===== config.mk =====
export PLATFORM = sky130hd
export DESIGN_NAME = branch_resolve_unit_flat
export DESIGN_NICKNAME = d
export VERILOG_FILES = /design/src/rtl/branch_resolve_unit_if.sv /design/src/rtl/branch_resolve_unit.sv /design/src/flat_wrapper.sv
export SDC_FILE = /design/constraint.sdc
export NUM_CORES = 1
export LEC_CHECK = 0
export ABC_AREA = 1
export ABC_CLOCK_PERIOD_IN_PS = 5500
export CAP_MARGIN = 20
export CELL_PAD_IN_SITES_DETAIL_PLACEMENT = 2
export CELL_PAD_IN_SITES_GLOBAL_PLACEMENT = 2
export CORE_MARGIN = 1
export CORE_UTILIZATION = 34
export DETAILED_ROUTE_END_ITERATION = 12
export PLACE_DENSITY_LB_ADDON = 0.1
export SLEW_MARGIN = 20
export SYNTH_ARGS = -nofsm -noshare
export SYNTH_HDL_FRONTEND = slang
export SYNTH_SLANG_ARGS = --single-unit

===== constraint.sdc =====
create_clock -name i_clk -period 5.5 [get_ports i_clk]
set_input_delay 0.55 -clock i_clk [delete_from_list [all_inputs] [get_ports i_clk]]
set_output_delay 0.55 -clock i_clk [all_outputs]
set_load 0.01 [all_outputs]

===== src/rtl/branch_resolve_unit_if.sv =====
// Fetch-to-EX branch bus: prediction push, EX resolve, and flush/redirect/training/perf outputs.
// master = pipeline side driving pushes and resolves; slave = branch_resolve_unit.
interface branch_resolve_unit_if #(
  parameter int PC_W  = 32,
  parameter int CNT_W = 32
);
  logic             i_push_valid;
  logic [PC_W-1:0]  i_push_pc;
  logic             i_push_pred_taken;
  logic [PC_W-1:0]  i_push_pred_target;
  logic             o_push_ready;

  logic             i_res_valid;
  logic [PC_W-1:0]  i_res_pc;
  logic             i_res_taken;
  logic [PC_W-1:0]  i_res_target;

  logic             o_flush;
  logic [PC_W-1:0]  o_redirect_pc;
  logic             o_update_valid;
  logic             o_update_taken;
  logic             o_error;
  logic [CNT_W-1:0] o_branch_cnt;
  logic [CNT_W-1:0] o_mispredict_cnt;

  modport master (
    output i_push_valid, i_push_pc, i_push_pred_taken, i_push_pred_target,
    output i_res_valid, i_res_pc, i_res_taken, i_res_target,
    input  o_push_ready, o_flush, o_redirect_pc, o_update_valid, o_update_taken,
    input  o_error, o_branch_cnt, o_mispredict_cnt
  );

  modport slave (
    input  i_push_valid, i_push_pc, i_push_pred_taken, i_push_pred_target,
    input  i_res_valid, i_res_pc, i_res_taken, i_res_target,
    output o_push_ready, o_flush, o_redirect_pc, o_update_valid, o_update_taken,
    output o_error, o_branch_cnt, o_mispredict_cnt
  );
endinterface


===== src/rtl/branch_resolve_unit.sv =====
// Queues fetch predictions and checks them at EX; flush/redirect/update registered 1 cycle after resolve.
// Push stalls when full (unless popping) and during FLUSH; perf counters exist only with `BR_PERF_CNT_EN.
module branch_resolve_unit #(
  parameter int DEPTH = 4,
  parameter int PC_W  = 32,
  parameter int CNT_W = 32
) (
  input  logic                 i_clk,
  input  logic                 i_rst_n,
  branch_resolve_unit_if.slave bus
);
  localparam int PTR_W = $clog2(DEPTH);
  localparam int OCC_W = $clog2(DEPTH + 1);
  localparam logic [OCC_W-1:0] OCC_FULL = OCC_W'(DEPTH);

  typedef struct packed {
    logic [PC_W-1:0] pc;
    logic            pred_taken;
    logic [PC_W-1:0] pred_target;
  } pred_t;

  typedef enum logic {
    ST_RUN   = 1'b0,
    ST_FLUSH = 1'b1
  } state_t;

  state_t           state_q, state_d;
  pred_t            mem_q [DEPTH];
  logic [PTR_W-1:0] rd_ptr_q, wr_ptr_q;
  logic [OCC_W-1:0] occ_q;

  pred_t            head;
  logic             q_empty, q_full;
  logic             res_acc, push_rdy;
  logic             pop, push, mispredict, err_cause;
  logic [PC_W-1:0]  redirect_d;

  logic             flush_q;
  logic [PC_W-1:0]  redirect_q;
  logic             upd_vld_q, upd_taken_q, error_q;

  assign head    = mem_q[rd_ptr_q];
  assign q_empty = (occ_q == '0);
  assign q_full  = (occ_q == OCC_FULL);

  always_ff @(posedge i_clk) begin
    if (!i_rst_n) state_q <= ST_RUN;
    else          state_q <= state_d;
  end

  always_comb begin
    state_d = state_q;
    case (state_q)
      ST_RUN:   if (mispredict) state_d = ST_FLUSH;
      ST_FLUSH: state_d = ST_RUN;
      default:  state_d = ST_RUN;
    endcase
  end

  // Resolves and pushes in FLUSH belong to the wrong path, so both are shut off there.
  always_comb begin
    res_acc  = 1'b0;
    push_rdy = 1'b0;
    case (state_q)
      ST_RUN: begin
        res_acc  = bus.i_res_valid;
        push_rdy = ~q_full | (bus.i_res_valid & ~q_empty);
      end
      default: ;
    endcase
  end

  // An empty-queue resolve has no prediction to trust, so it always redirects.
  assign pop        = res_acc & ~q_empty;
  assign mispredict = res_acc & (q_empty
                    | (head.pred_taken != bus.i_res_taken)
                    | (bus.i_res_taken & (head.pred_target != bus.i_res_target)));
  assign err_cause  = res_acc & (q_empty | (head.pc != bus.i_res_pc));
  assign push       = bus.i_push_valid & push_rdy & ~mispredict;
  assign redirect_d = bus.i_res_taken ? bus.i_res_target : bus.i_res_pc + PC_W'(4);

  always_ff @(posedge i_clk) begin
    if (!i_rst_n || mispredict) begin
      rd_ptr_q <= '0;
      wr_ptr_q <= '0;
      occ_q    <= '0;
    end else begin
      if (pop)  rd_ptr_q <= rd_ptr_q + PTR_W'(1);
      if (push) wr_ptr_q <= wr_ptr_q + PTR_W'(1);
      case ({push, pop})
        2'b10:   occ_q <= occ_q + OCC_W'(1);
        2'b01:   occ_q <= occ_q - OCC_W'(1);
        default: ;
      endcase
    end
  end

  always_ff @(posedge i_clk) begin
    if (push) begin
      mem_q[wr_ptr_q] <= '{pc:          bus.i_push_pc,
                           pred_taken:  bus.i_push_pred_taken,
                           pred_target: bus.i_push_pred_target};
    end
  end

  always_ff @(posedge i_clk) begin
    if (!i_rst_n) begin
      flush_q     <= 1'b0;
      redirect_q  <= '0;
      upd_vld_q   <= 1'b0;
      upd_taken_q <= 1'b0;
      error_q     <= 1'b0;
    end else begin
      flush_q     <= mispredict;
      if (mispredict) redirect_q <= redirect_d;
      upd_vld_q   <= res_acc;
      upd_taken_q <= res_acc & bus.i_res_taken;
      if (err_cause) error_q <= 1'b1;
    end
  end

`ifdef BR_PERF_CNT_EN
  logic [CNT_W-1:0] branch_cnt_q, mispredict_cnt_q;

  always_ff @(posedge i_clk) begin
    if (!i_rst_n) begin
      branch_cnt_q     <= '0;
      mispredict_cnt_q <= '0;
    end else begin
      if (res_acc)    branch_cnt_q     <= branch_cnt_q + CNT_W'(1);
      if (mispredict) mispredict_cnt_q <= mispredict_cnt_q + CNT_W'(1);
    end
  end

  assign bus.o_branch_cnt     = branch_cnt_q;
  assign bus.o_mispredict_cnt = mispredict_cnt_q;
`else
  assign bus.o_branch_cnt     = '0;
  assign bus.o_mispredict_cnt = '0;
`endif

  assign bus.o_push_ready   = push_rdy;
  assign bus.o_flush        = flush_q;
  assign bus.o_redirect_pc  = redirect_q;
  assign bus.o_update_valid = upd_vld_q;
  assign bus.o_update_taken = upd_taken_q;
  assign bus.o_error        = error_q;
endmodule


===== src/flat_wrapper.sv =====
// flat-port wrapper written by rule: the top's interface ports become plain ports
module branch_resolve_unit_flat 
#(
  parameter int DEPTH = 4,
  parameter int PC_W  = 32,
  parameter int CNT_W = 32
)
  (i_clk, i_rst_n, bus_i_push_valid, bus_i_push_pc, bus_i_push_pred_taken, bus_i_push_pred_target, bus_i_res_valid, bus_i_res_pc, bus_i_res_taken, bus_i_res_target, bus_o_push_ready, bus_o_flush, bus_o_redirect_pc, bus_o_update_valid, bus_o_update_taken, bus_o_error, bus_o_branch_cnt, bus_o_mispredict_cnt);
  branch_resolve_unit_if #(.PC_W(PC_W), .CNT_W(CNT_W)) bus_i ();
  input  logic i_clk;
  input  logic i_rst_n;
  input wire logic [$bits(bus_i.i_push_valid)-1:0] bus_i_push_valid;
  input wire logic [$bits(bus_i.i_push_pc)-1:0] bus_i_push_pc;
  input wire logic [$bits(bus_i.i_push_pred_taken)-1:0] bus_i_push_pred_taken;
  input wire logic [$bits(bus_i.i_push_pred_target)-1:0] bus_i_push_pred_target;
  input wire logic [$bits(bus_i.i_res_valid)-1:0] bus_i_res_valid;
  input wire logic [$bits(bus_i.i_res_pc)-1:0] bus_i_res_pc;
  input wire logic [$bits(bus_i.i_res_taken)-1:0] bus_i_res_taken;
  input wire logic [$bits(bus_i.i_res_target)-1:0] bus_i_res_target;
  output wire logic [$bits(bus_i.o_push_ready)-1:0] bus_o_push_ready;
  output wire logic [$bits(bus_i.o_flush)-1:0] bus_o_flush;
  output wire logic [$bits(bus_i.o_redirect_pc)-1:0] bus_o_redirect_pc;
  output wire logic [$bits(bus_i.o_update_valid)-1:0] bus_o_update_valid;
  output wire logic [$bits(bus_i.o_update_taken)-1:0] bus_o_update_taken;
  output wire logic [$bits(bus_i.o_error)-1:0] bus_o_error;
  output wire logic [$bits(bus_i.o_branch_cnt)-1:0] bus_o_branch_cnt;
  output wire logic [$bits(bus_i.o_mispredict_cnt)-1:0] bus_o_mispredict_cnt;
  assign bus_i.i_push_valid = bus_i_push_valid;
  assign bus_i.i_push_pc = bus_i_push_pc;
  assign bus_i.i_push_pred_taken = bus_i_push_pred_taken;
  assign bus_i.i_push_pred_target = bus_i_push_pred_target;
  assign bus_i.i_res_valid = bus_i_res_valid;
  assign bus_i.i_res_pc = bus_i_res_pc;
  assign bus_i.i_res_taken = bus_i_res_taken;
  assign bus_i.i_res_target = bus_i_res_target;
  assign bus_o_push_ready = bus_i.o_push_ready;
  assign bus_o_flush = bus_i.o_flush;
  assign bus_o_redirect_pc = bus_i.o_redirect_pc;
  assign bus_o_update_valid = bus_i.o_update_valid;
  assign bus_o_update_taken = bus_i.o_update_taken;
  assign bus_o_error = bus_i.o_error;
  assign bus_o_branch_cnt = bus_i.o_branch_cnt;
  assign bus_o_mispredict_cnt = bus_i.o_mispredict_cnt;
  branch_resolve_unit #(.DEPTH(DEPTH), .PC_W(PC_W), .CNT_W(CNT_W)) u_core (.i_clk(i_clk), .i_rst_n(i_rst_n), .bus(bus_i));
endmodule

Yosys cells after proc, flatten, opt, wreduce, memory -nomap -nowiden
Memory sizes are Yosys's and may differ from the RTL's. A register that Yosys moved wholly into a read port is not among the register bits.
Index checks and enable logic that the tools add are counted.
Storage, ports and cells
  bits in latches: 0
  memory bits (read-only): 0
  memories kept: 1
  bits in writable memories: 260
  output and inout port bits: 101
  register bits after elaboration: 44
Memories
  u_core.mem_q: words 4, width 65, rd ports 1, clocked after Yosys merged registers in 1, write ports 1, line branch_resolve_unit.sv:28  | pred_t mem_q [DEPTH];
Cells by class
  equality and inequality tests: 6
  mux-type cells: 10
  shift operators: 0
  $mul: 0
  bitwise operators: 16
  reductions and logical operators: 4
  divide/modulo/power cells: 0
  order comparisons: 0
  $add $sub $neg: 5
Operators with widths (number)
  $ne 32x32->1: 2
  $add 32x3->32 const B: 1
  $mux 32: 1
  $and 1x1->1: 8
  $pmux 3 s2: 1
  $mux 1: 5
  $add 2x1->2 const B: 2
  $mux 2: 2
  $not 1->1: 4
  $or 1x1->1: 4
  $add 3x1->3 const B: 1
  $eq 3x3->1 const B: 1
  $logic_not 3->1: 1
  $sub 3x1->3 const B: 1
  $eq 2x1->1 const B: 1
  $eq 2x2->1 const B: 1
  $pmux 1 s2: 1
  $reduce_bool 2->1: 1
  $logic_not 1->1: 1
  $logic_or 1x1->1: 1
  $ne 1x1->1: 1

Logic depth before layout (Yosys ltp)
Gate-level depths: netlist of run 1.
  depth after elaboration: 9
  depth in mapped cells: 25
  gate-level depth less buffers: 23

Worst setup path after synthesis of run 1
No wires, ideal clock.
  kind: reg2reg
  from: reg with a tool-made name
  to: mem u_core.mem_q[0][0] in the netlist's numbering (enable)
  buffers on the path: 3
  stages on the path, launching flop included: 20
  arrival time: 4.403 ns
  setup slack: 0.609 ns
  path through: dfxtp_1 > buf_2 > inv_2 > buf_6 > buf_6 > nand2_1 > nand3_1 > nand2_1 > nand2_1 > nand2_1 > nand2_1 > nor2_1 > nand2_1 > nor2_1 > nand2_1 > nand2_1 > nand2_4 > nand2_8 > nand2_2 > nor2_1
RTL lines (line)
  to (decl): branch_resolve_unit.sv:28

==> flow_metrics.tcl, run 1 <==
set metrics [dict create \
    die-area_sq_um 42400 \
    cp.arrival_ns 4.41 \
    cp-end-kind "register" \
    cts_root_buffer "clkbuf_16" \
    ctsHoldBuffers 0 \
    slew_violations 0 \
    wl_per_cell_um 22.2 \
    outcome "finished clean" \
    r2r_cells 16 \
    critPathMaxFanout 60 \
    fmax_mhz 236 \
    yosysTopAreaCellShare 0.552 \
    fin_crit_ns 4.24 \
    wl_met3_um 1940 \
    p_per_area_nw_per_um2 324 \
    antenna_found_initial 3 \
    met2WireLength_um 23000 \
    worst-setup-path-type "register to register" \
    final_area_sq_um 17300 \
    skew_ns 0.0209 \
    grt_pass1_vias 11577 \
    ys_ff_latch 306 \
    setup_viol 0 \
    clkSinkCount 306 \
    vias 10803 \
    finalWirelength_um 47800 \
    dpl_cell_area_sq_um 16100 \
    worstHoldStart "u_core.bus.o_error$_SDFFE_PN0P_" \
    rows 74 \
    areaGrowthSynthToFinish_pct 21.9 \
    remaining_drc_errors 0 \
    cp-start-kind "register" \
    htreeDepth 2 \
    layout-drive-gt1-share 0.0517 \
    instances_no_fill 2158 \
    vias_per_cell 5.01 \
    drt_iter0_markers 526 \
    tns_ns 0 \
    reg2reg_slack_ns 1.26 \
    cts_tree "done" \
    slew_headroom 0.355 \
    ys_seq_area_frac 0.617 \
    cts_resized 0 \
    wirelength_met1_um 21600 \
    dp.cells 2088 \
    fin_crit_sh 0.772 \
    synth_edf_count 260 \
    synth.distinct_cells 40 \
    p_leak_nw 6.73 \
    syn-cell-area_sq_um 14200 \
    regArea_sq_um 8730 \
    rsz0062_at_grt "no" \
    reg2reg_to "u_core.mem_q[0][12]$_DFFE_PP_" \
    hold_violations 0 \
    worstSkewPairLatency_ns 0.55 \
    ys_top_cells_by_area "edfxtp_1 55%, nand2_1 13%, nand3_1 6.5%, dfxtp_1 6.5%, buf_4 3.7%" \
    synth_top_area_cell "edfxtp_1" \
    syn_inst 1433 \
    yosysWarnings 0 \
    fin_nets 1737 \
    start_util 0.346 \
    gp_congestion 0.762 \
    die_w_um 206 \
    grt_usage 0.231 \
    whs_endpoint "u_core.bus.o_error$_SDFFE_PN0P_" \
    cts_made_buffers 38 \
    dieHeight_um 206 \
    post_cts_buffers 0 \
    avgSynthCellArea_sq_um 9.88 \
    num-fill-cells 4355 \
    io_pins 235 \
    hold_depth 2 \
    drtPass1Iterations 4 \
    synthArstFlopShare 0 \
    core-area_sq_um 40900 \
    hold_slack_ns 0.454 \
    synth_common_cells "481 x nand2_1, 260 x edfxtp_1, 185 x nand3_1" \
    dp_hpwl_um 32900 \
    synth-main-ff-cell "edfxtp_1" \
    p_total_mw 5.59 \
    clk_pin_slew_ns 0.06 \
    drv_cap 0 \
    grt_max_degree 69 \
    hp-class "register to register" \
    tightest_slew_ns 0.965 \
    topRoutingLayerUsed "met5" \
    multi_input_area_sq_um 4580 \
    grt.overflow.total 0 \
    cts_buffer_depth 3 \
    port_buffers 170 \
    grt_pass1_wl_um 71400 \
    yosysMostFrequentCell "nand2_1" \
    ir_worst_vdd_mv 0.257 \
    crit_required_ns 5.66 \
    ant_nets 0 \
]
[where the power goes]
part	internal, mW	total (mW)	switching, mW
combinational	0.235	0.640	0.406
clock	1.34	2.31	0.965
sequential	2.60	2.64	0.0379
[kinds of logic after synthesis]
kind of cell / count (synthesis) / synth area share
AO/OA/AOI/OAI: 97 / 0.0407
adder cells (fa/ha/maj): 7 / 0.00672
buffers and inverters: 202 / 0.0786
AND/OR/NAND/NOR: 782 / 0.234
other: 1 / 0.000265
XOR/XNOR: 38 / 0.0235
flip-flops: 306 / 0.617
[critical path, cell delays in order, from the launching register on]
cell and delay [ns]:
dfxtp_2 0.34, buf_4 0.71, nand3_1 0.22, nand2_1 0.11
nand2_1 0.05, nand2_1 0.05, nand2_1 0.10, nor2_1 0.27
nand2_1 0.13, nor2_1 0.12, nand2_1 0.07, nand2_1 0.18
nand2_4 0.15, nand2_8 0.27, nand2_2 0.25, nor2_4 0.14
buf_4 0.62
[state kept, by name, summed over array words and instances, names as in the netlist, named ones only]
register	cells
u_core.bus.o_flush	1
u_core.bus.o_update_valid	1
u_core.bus.o_error	1
u_core.occ_q	3
u_core.mem_q	260
u_core.rd_ptr_q	2
u_core.state_q	1
u_core.bus.o_redirect_pc	32
u_core.wr_ptr_q	2
u_core.bus.o_update_taken	1
[through the flow]
stage,setup slack [ns],utilization
6_report,1.26,0.422
5_1_grt,0.935,0.422
4_1_cts,1.22,0.421
3_5_place_dp,1.24,0.394
3_3_place_gp,1.26,0.394
2_1_floorplan,0.609,-
[worst max-delay path by stage]
stage	end	slack (ns)
after floorplan	u_core.mem_q[0][0]$_DFFE_PP_	0.61
after global placement	u_core.mem_q[2][13]$_DFFE_PP_	1.26
after detailed placement	u_core.mem_q[0][25]$_DFFE_PP_	1.24
after CTS	u_core.mem_q[0][51]$_DFFE_PP_	1.22
after global routing	u_core.mem_q[0][51]$_DFFE_PP_	0.94
final	u_core.mem_q[0][12]$_DFFE_PP_	1.26
[layout by cell type (no fill, tap or decap), types with 4 or more instances in the layout]
cell | synthesis | routed
ha_1 | 6 | 6
clkdlybuf4s50_1 | 0 | 170
clkinv_2 | 0 | 7
dfxtp_1 | 46 | 44
or2_2 | 5 | 5
o21ai_0 | 56 | 56
inv_1 | 76 | 76
edfxtp_1 | 260 | 260
xor2_1 | 24 | 24
a21oi_1 | 9 | 9
nand3_1 | 185 | 185
xnor2_1 | 14 | 14
clkbuf_1 | 11 | 7
clkinv_1 | 0 | 14
o2111ai_1 | 10 | 10
nand2_1 | 481 | 481
buf_4 | 69 | 10
nor2_4 | 0 | 4
nand4_1 | 6 | 6
nor3_1 | 15 | 15
nor2_1 | 74 | 70
o22ai_1 | 11 | 11
conb_1 | 1 | 64
clkbuf_16 | 0 | 39
[layer usage]
metal | up-vias | GRT usage
met5 | - | 0
met4 | 2 | 0.0790
met3 | 72 | 0.0304
met2 | 252 | 0.390
met1 | 5425 | 0.303
li1 | 5052 | -
[layout make-up]
type / instances / area share
Tap cell: 532 / 0.0386
Antenna cell: 1 / 0.000145
Inverter: 79 / 0.0173
Clock inverter: 23 / 0.00769
Clock buffer: 46 / 0.0581
Multi-Input combinational cell: 988 / 0.265
Sequential cell: 306 / 0.506
Timing Repair Buffer: 183 / 0.106
No activity file was read; power rests on OpenSTA's default activity.
==> run 2: changes to the inputs <==
- ABC_CLOCK_PERIOD_IN_PS: 5500 -> 4200
- clock period: 5.5 -> 4.2 ns (I/O delays scaled with it)
==> flow_metrics.tcl, run 2 (synthesis results as in run 1) <==
set metrics [dict create \
    outcome "finished clean" \
    io_pins 235 \
    areaGrowthSynthToFinish_pct 22.8 \
    fin_nets 1744 \
    drt_iter0_markers 519 \
    cts_resized 0 \
    vias_per_cell 5.01 \
    grt.overflow.total 0 \
    top_register "u_core.mem_q" \
    cp_slowest_stage_delay_ns 0.65 \
    cts_buffer_depth 3 \
    layout-drive-gt1-share 0.0570 \
    reg2reg_slack_ns 0.32 \
    grt_usage 0.231 \
    finalWirelength_um 48200 \
    grt_pass1_wl_um 71700 \
    ctsHoldBuffers 0 \
    post_cts_buffers 0 \
    skew_ns 0.0157 \
    final_common_cell "nand2_1" \
    antenna_found_initial 2 \
    htreeDepth 2 \
    hold_slack_ns 0.442 \
    p_total_mw 7.39 \
    fin_ws_ns 0.316 \
    hold_violations 0 \
    die_w_um 206 \
    worst-setup-path-type "register to register" \
    setup_viol 0 \
    largest_reg_flops 260 \
    drtPass1Iterations 5 \
    slew_violations 0 \
    cts_made_buffers 38 \
    clk_pin_slew_ns 0.06 \
    p_per_area_nw_per_um2 425 \
    remaining_drc_errors 0 \
    cp-start-kind "register" \
    slew_headroom 0.440 \
    clkSinkCount 306 \
    p_leak_nw 6.80 \
    die-area_sq_um 42400 \
    cts_tree "done" \
    core-area_sq_um 40900 \
    drv_cap 0 \
    post-place-ws_ns 0.295 \
    cts_root_buffer "clkbuf_16" \
    final_cell_mix "481 x nand2_1, 260 x edfxtp_1, 185 x nand3_1" \
    cp.depth 24 \
    crit_slowest_cell "dfxtp_4" \
    grt_max_degree 71 \
    rows 74 \
    reg2reg_to "u_core.occ_q[2]$_SDFFE_PP0P_" \
    critPathMaxFanout 40 \
    gp_congestion 0.789 \
    regArea_sq_um 8730 \
    fmax_mhz 257 \
    dp_hpwl_um 33100 \
    tns_ns 0 \
    ir_worst_vdd_mv 0.298 \
    fin_crit_ns 3.88 \
    worstSkewPairLatency_ns 0.54 \
    hp-class "register to register" \
    tightest_slew_ns 0.839 \
    cp.arrival_ns 4.35 \
    rsz0062_at_grt "no" \
    path_common_cell "nand2_1" \
    crit_chain "clkinv_2 > buf_12 > nand2_1 > nand3_1 > nand2_1 > nand2_1 > nand2_1 > inv_1 > nand2_1 > nor2_1 > nand2_1 > nor2_1 > nand2_1 > nand2_1 > nand2_4 > nand2_8 > nand2_2 > ha_1 > inv_1 > fa_1 > a21oi_1 > o21ai_0 > xor2_1 > nor2_1" \
    fin_crit_sh 0.925 \
    multi_input_area_sq_um 4580 \
    vias 10845 \
    crit_buf_inv 4 \
    start_util 0.346 \
    cp-end-kind "register" \
    wl_per_cell_um 22.3 \
    crit_end "u_core.occ_q[2]$_SDFFE_PP0P_" \
    ant_nets 0 \
    critical_path.top_delay_family "simple AND/OR/NAND/NOR gates" \
    grt_pass1_vias 11640 \
    num-fill-cells 4377 \
    crit_required_ns 4.67 \
    port_buffers 170 \
    postLayoutCoreUtil 0.425 \
    r2r_cells 24 \
    dieHeight_um 206 \
]
==> run 2: cell count changes in the layout (fill, tap and decap cells not counted) <==
cell	delta
clkinvlp_4	-1
clkinv_1	-13
buf_4	+2
inv_6	+1
clkbuf_8	+2
inv_2	+1
clkbuf_1	+10
clkinv_2	-1
buf_12	+5
==> run 2: how the worst min path moves through the flow <==
| stage | start | end | slack [ns] | depth (start not counted) |
|---|---|---|---|---|
| floorplan | u_core.occ_q[0]$_SDFFE_PP0P_ | u_core.occ_q[0]$_SDFFE_PP0P_ | 0.45 | 2 |
| global placement | u_core.bus.o_error$_SDFFE_PN0P_ | u_core.bus.o_error$_SDFFE_PN0P_ | 0.44 | 2 |
| detailed placement | u_core.bus.o_error$_SDFFE_PN0P_ | u_core.bus.o_error$_SDFFE_PN0P_ | 0.44 | 2 |
| CTS | u_core.bus.o_error$_SDFFE_PN0P_ | u_core.bus.o_error$_SDFFE_PN0P_ | 0.45 | 2 |
| global route | u_core.bus.o_error$_SDFFE_PN0P_ | u_core.bus.o_error$_SDFFE_PN0P_ | 0.46 | 2 |
| finish | u_core.bus.o_error$_SDFFE_PN0P_ | u_core.bus.o_error$_SDFFE_PN0P_ | 0.44 | 2 |
==> run 2: final cells by class <==
| class | count | area share |
|---|---|---|
| multi-input cells | 988 | 0.263 |
| clock buffers | 58 | 0.0614 |
| inverters | 79 | 0.0171 |
| clock inverters | 10 | 0.00489 |
| diodes | 1 | 0.000144 |
| flip-flops and latches | 306 | 0.502 |
| well taps | 532 | 0.0383 |
| repair buffers | 190 | 0.112 |
==> run 2: stage by stage <==
step / instances / instance area, sq um
after floorplan: 1496 / 14400
after global placement: 2095 / 16200
after detailed placement: 2095 / 16200
after CTS: 2163 / 17400
after global routing: 2163 / 17400
final: 2164 / 17400
==> run 2: where the power goes <==
part / total [mW] / internal, mW / switching [mW]
registers: 3.46 / 3.41 / 0.0503
clock network: 3.08 / 1.82 / 1.27
logic: 0.845 / 0.316 / 0.529
==> run 2: worst min-delay path: cells and delay by family, from the launching register on <==
| family | cells | cell delay (ns) |
|---|---|---|
| DFF | 1 | 0.31 |
| and+or+nand+nor | 2 | 0.09 |
==> run 2: metal layers <==
layer  global-route usage  wire length [um]  vias up
met3               0.0353              2070       69
met5                    0                 0        -
li1                     -                 -     5062
met4               0.0756              1260        0
met1                0.294             21000     5469
met2                0.400             23900      245
==> run 3: changes to the inputs <==
- REMOVE_ABC_BUFFERS: unset -> 1
==> flow_metrics.tcl, run 3 (synthesis results as in run 1) <==
set metrics [dict create \
    worst-setup-path-type "register to register" \
    skew_ns 0.0199 \
    grt_pass1_vias 11695 \
    slew_violations 0 \
    cts_root_buffer "clkbuf_16" \
    drtPass1Iterations 4 \
    clk_pin_slew_ns 0.06 \
    reg2reg_slack_ns 0.59 \
    grt_pass1_wl_um 70100 \
    cp-start-kind "register" \
    tightest_slew_ns 0.807 \
    antenna_found_initial 2 \
    layout-drive-gt1-share 0.0589 \
    cts_buffer_depth 3 \
    post-place-ws_ns 0.564 \
    dpl_cell_area_sq_um 16300 \
    dieHeight_um 206 \
    port_buffers 170 \
    diodes 0 \
    drt_iter0_markers 487 \
    htreeDepth 2 \
    cp.arrival_ns 4.08 \
    fin_crit_ns 3.61 \
    fin_ws_ns 0.585 \
    ant_nets 0 \
    slew_headroom 0.461 \
    final_area_sq_um 17400 \
    hold_violations 0 \
    tns_ns 0 \
    ir_worst_vdd_mv 0.285 \
    grt.overflow.total 0 \
    clkSinkCount 306 \
    worstSkewPairLatency_ns 0.55 \
    cts_made_buffers 36 \
    setup_viol 0 \
    fin_nets 1746 \
    cts_tree "done" \
    largest_reg_flops 260 \
    fmax_mhz 277 \
    finalWirelength_um 46900 \
    p_leak_nw 6.80 \
    instances_no_fill 2162 \
    core-area_sq_um 40900 \
    cp-end-kind "register" \
    rsz0062_at_grt "no" \
    hp-class "register to register" \
    gp_congestion 0.791 \
    critPathMaxFanout 130 \
    grt_max_degree 131 \
    dp.cells 2099 \
    start_util 0.346 \
    ctsHoldBuffers 0 \
    wl_per_cell_um 21.7 \
    grt_usage 0.225 \
    fin_crit_sh 0.861 \
    r2r_cells 20 \
    hold_slack_ns 0.477 \
    top_register "u_core.mem_q" \
    remaining_drc_errors 0 \
    cts_resized 0 \
    areaGrowthSynthToFinish_pct 22.9 \
    vias 10799 \
    io_pins 235 \
    outcome "finished clean" \
    postLayoutCoreUtil 0.425 \
    rows 74 \
    crit_end "u_core.occ_q[1]$_SDFFE_PP0P_" \
    die_w_um 206 \
    die-area_sq_um 42400 \
    dp_hpwl_um 32000 \
    p_total_mw 7.23 \
    drv_cap 0 \
    crit_required_ns 4.66 \
    final_cell_mix "481 x nand2_1, 260 x edfxtp_1, 185 x nand3_1" \
    p_per_area_nw_per_um2 416 \
    reg2reg_to "u_core.occ_q[1]$_SDFFE_PP0P_" \
    vias_per_cell 4.99 \
    post_cts_buffers 0 \
    final_common_cell "nand2_1" \
]
[run 3: changes by cell type in the layout (fill, tap and decap cells not counted)]
cell             before  now
buf_12                8   12
diode_2               1    0
clkdlybuf4s50_1     170  169
clkbuf_16            39   37
clkbuf_1             17    9
buf_2                 0    1
clkbuf_8              2    3
inv_6                 2    0
clkinv_2              6    8
clkinv_1              1    6
clkinv_4              1    0
[run 3: layout make-up]
class                           instances  area, sq um
Inverter                               79          298
Multi-Input combinational cell        988         4580
Sequential cell                       306         8730
Clock buffer                           49         1000
Timing Repair Buffer                  194         2030
Fill cell                            4386        23500
Tap cell                              532          666
Clock inverter                         14         87.6
[run 3: critical path, cell delays in order, from the launching register on]
cell	delay, ns
dfxtp_4	0.36
buf_12	0.40
nand2_1	0.14
nand3_1	0.16
nand2_1	0.06
nand2_1	0.05
nand3_1	0.08
nor2_1	0.19
nand2_1	0.17
nor2_1	0.13
nand2_1	0.08
nand2_1	0.11
nand2_4	0.11
nand2_8	0.08
nand2_2	0.15
ha_1	0.25
inv_1	0.10
fa_1	0.42
nand2_1	0.08
o21ai_0	0.09
nor2_1	0.11
[run 3: worst min-delay path by stage]
stage,end,slack (ns),start,cells after the start
floorplan,u_core.occ_q[0]$_SDFFE_PP0P_,0.45,u_core.occ_q[0]$_SDFFE_PP0P_,2
global placement,u_core.bus.o_redirect_pc[22]$_SDFFE_PN0P_,0.46,u_core.bus.o_redirect_pc[22]$_SDFFE_PN0P_,2
detailed placement,u_core.bus.o_redirect_pc[16]$_SDFFE_PN0P_,0.47,u_core.bus.o_redirect_pc[16]$_SDFFE_PN0P_,2
CTS,u_core.mem_q[3][3]$_DFFE_PP_,0.48,bus_i_push_pred_target[3],1
global route,u_core.bus.o_redirect_pc[23]$_SDFFE_PN0P_,0.50,u_core.bus.o_redirect_pc[23]$_SDFFE_PN0P_,2
finish,u_core.bus.o_redirect_pc[16]$_SDFFE_PN0P_,0.48,u_core.bus.o_redirect_pc[16]$_SDFFE_PN0P_,2
[run 3: per-layer routing]
metal,GRT usage,up-vias,routed length [um]
li1,-,5052,-
met1,0.279,5489,20400
met2,0.404,193,24000
met3,0.0287,61,1440
met4,0.0701,4,1020
met5,0,-,27
[run 3: report_power, final]
part	switching (mW)	internal [mW]	total, mW
combinational	0.520	0.319	0.839
clock	1.22	1.72	2.94
sequential	0.0442	3.41	3.45
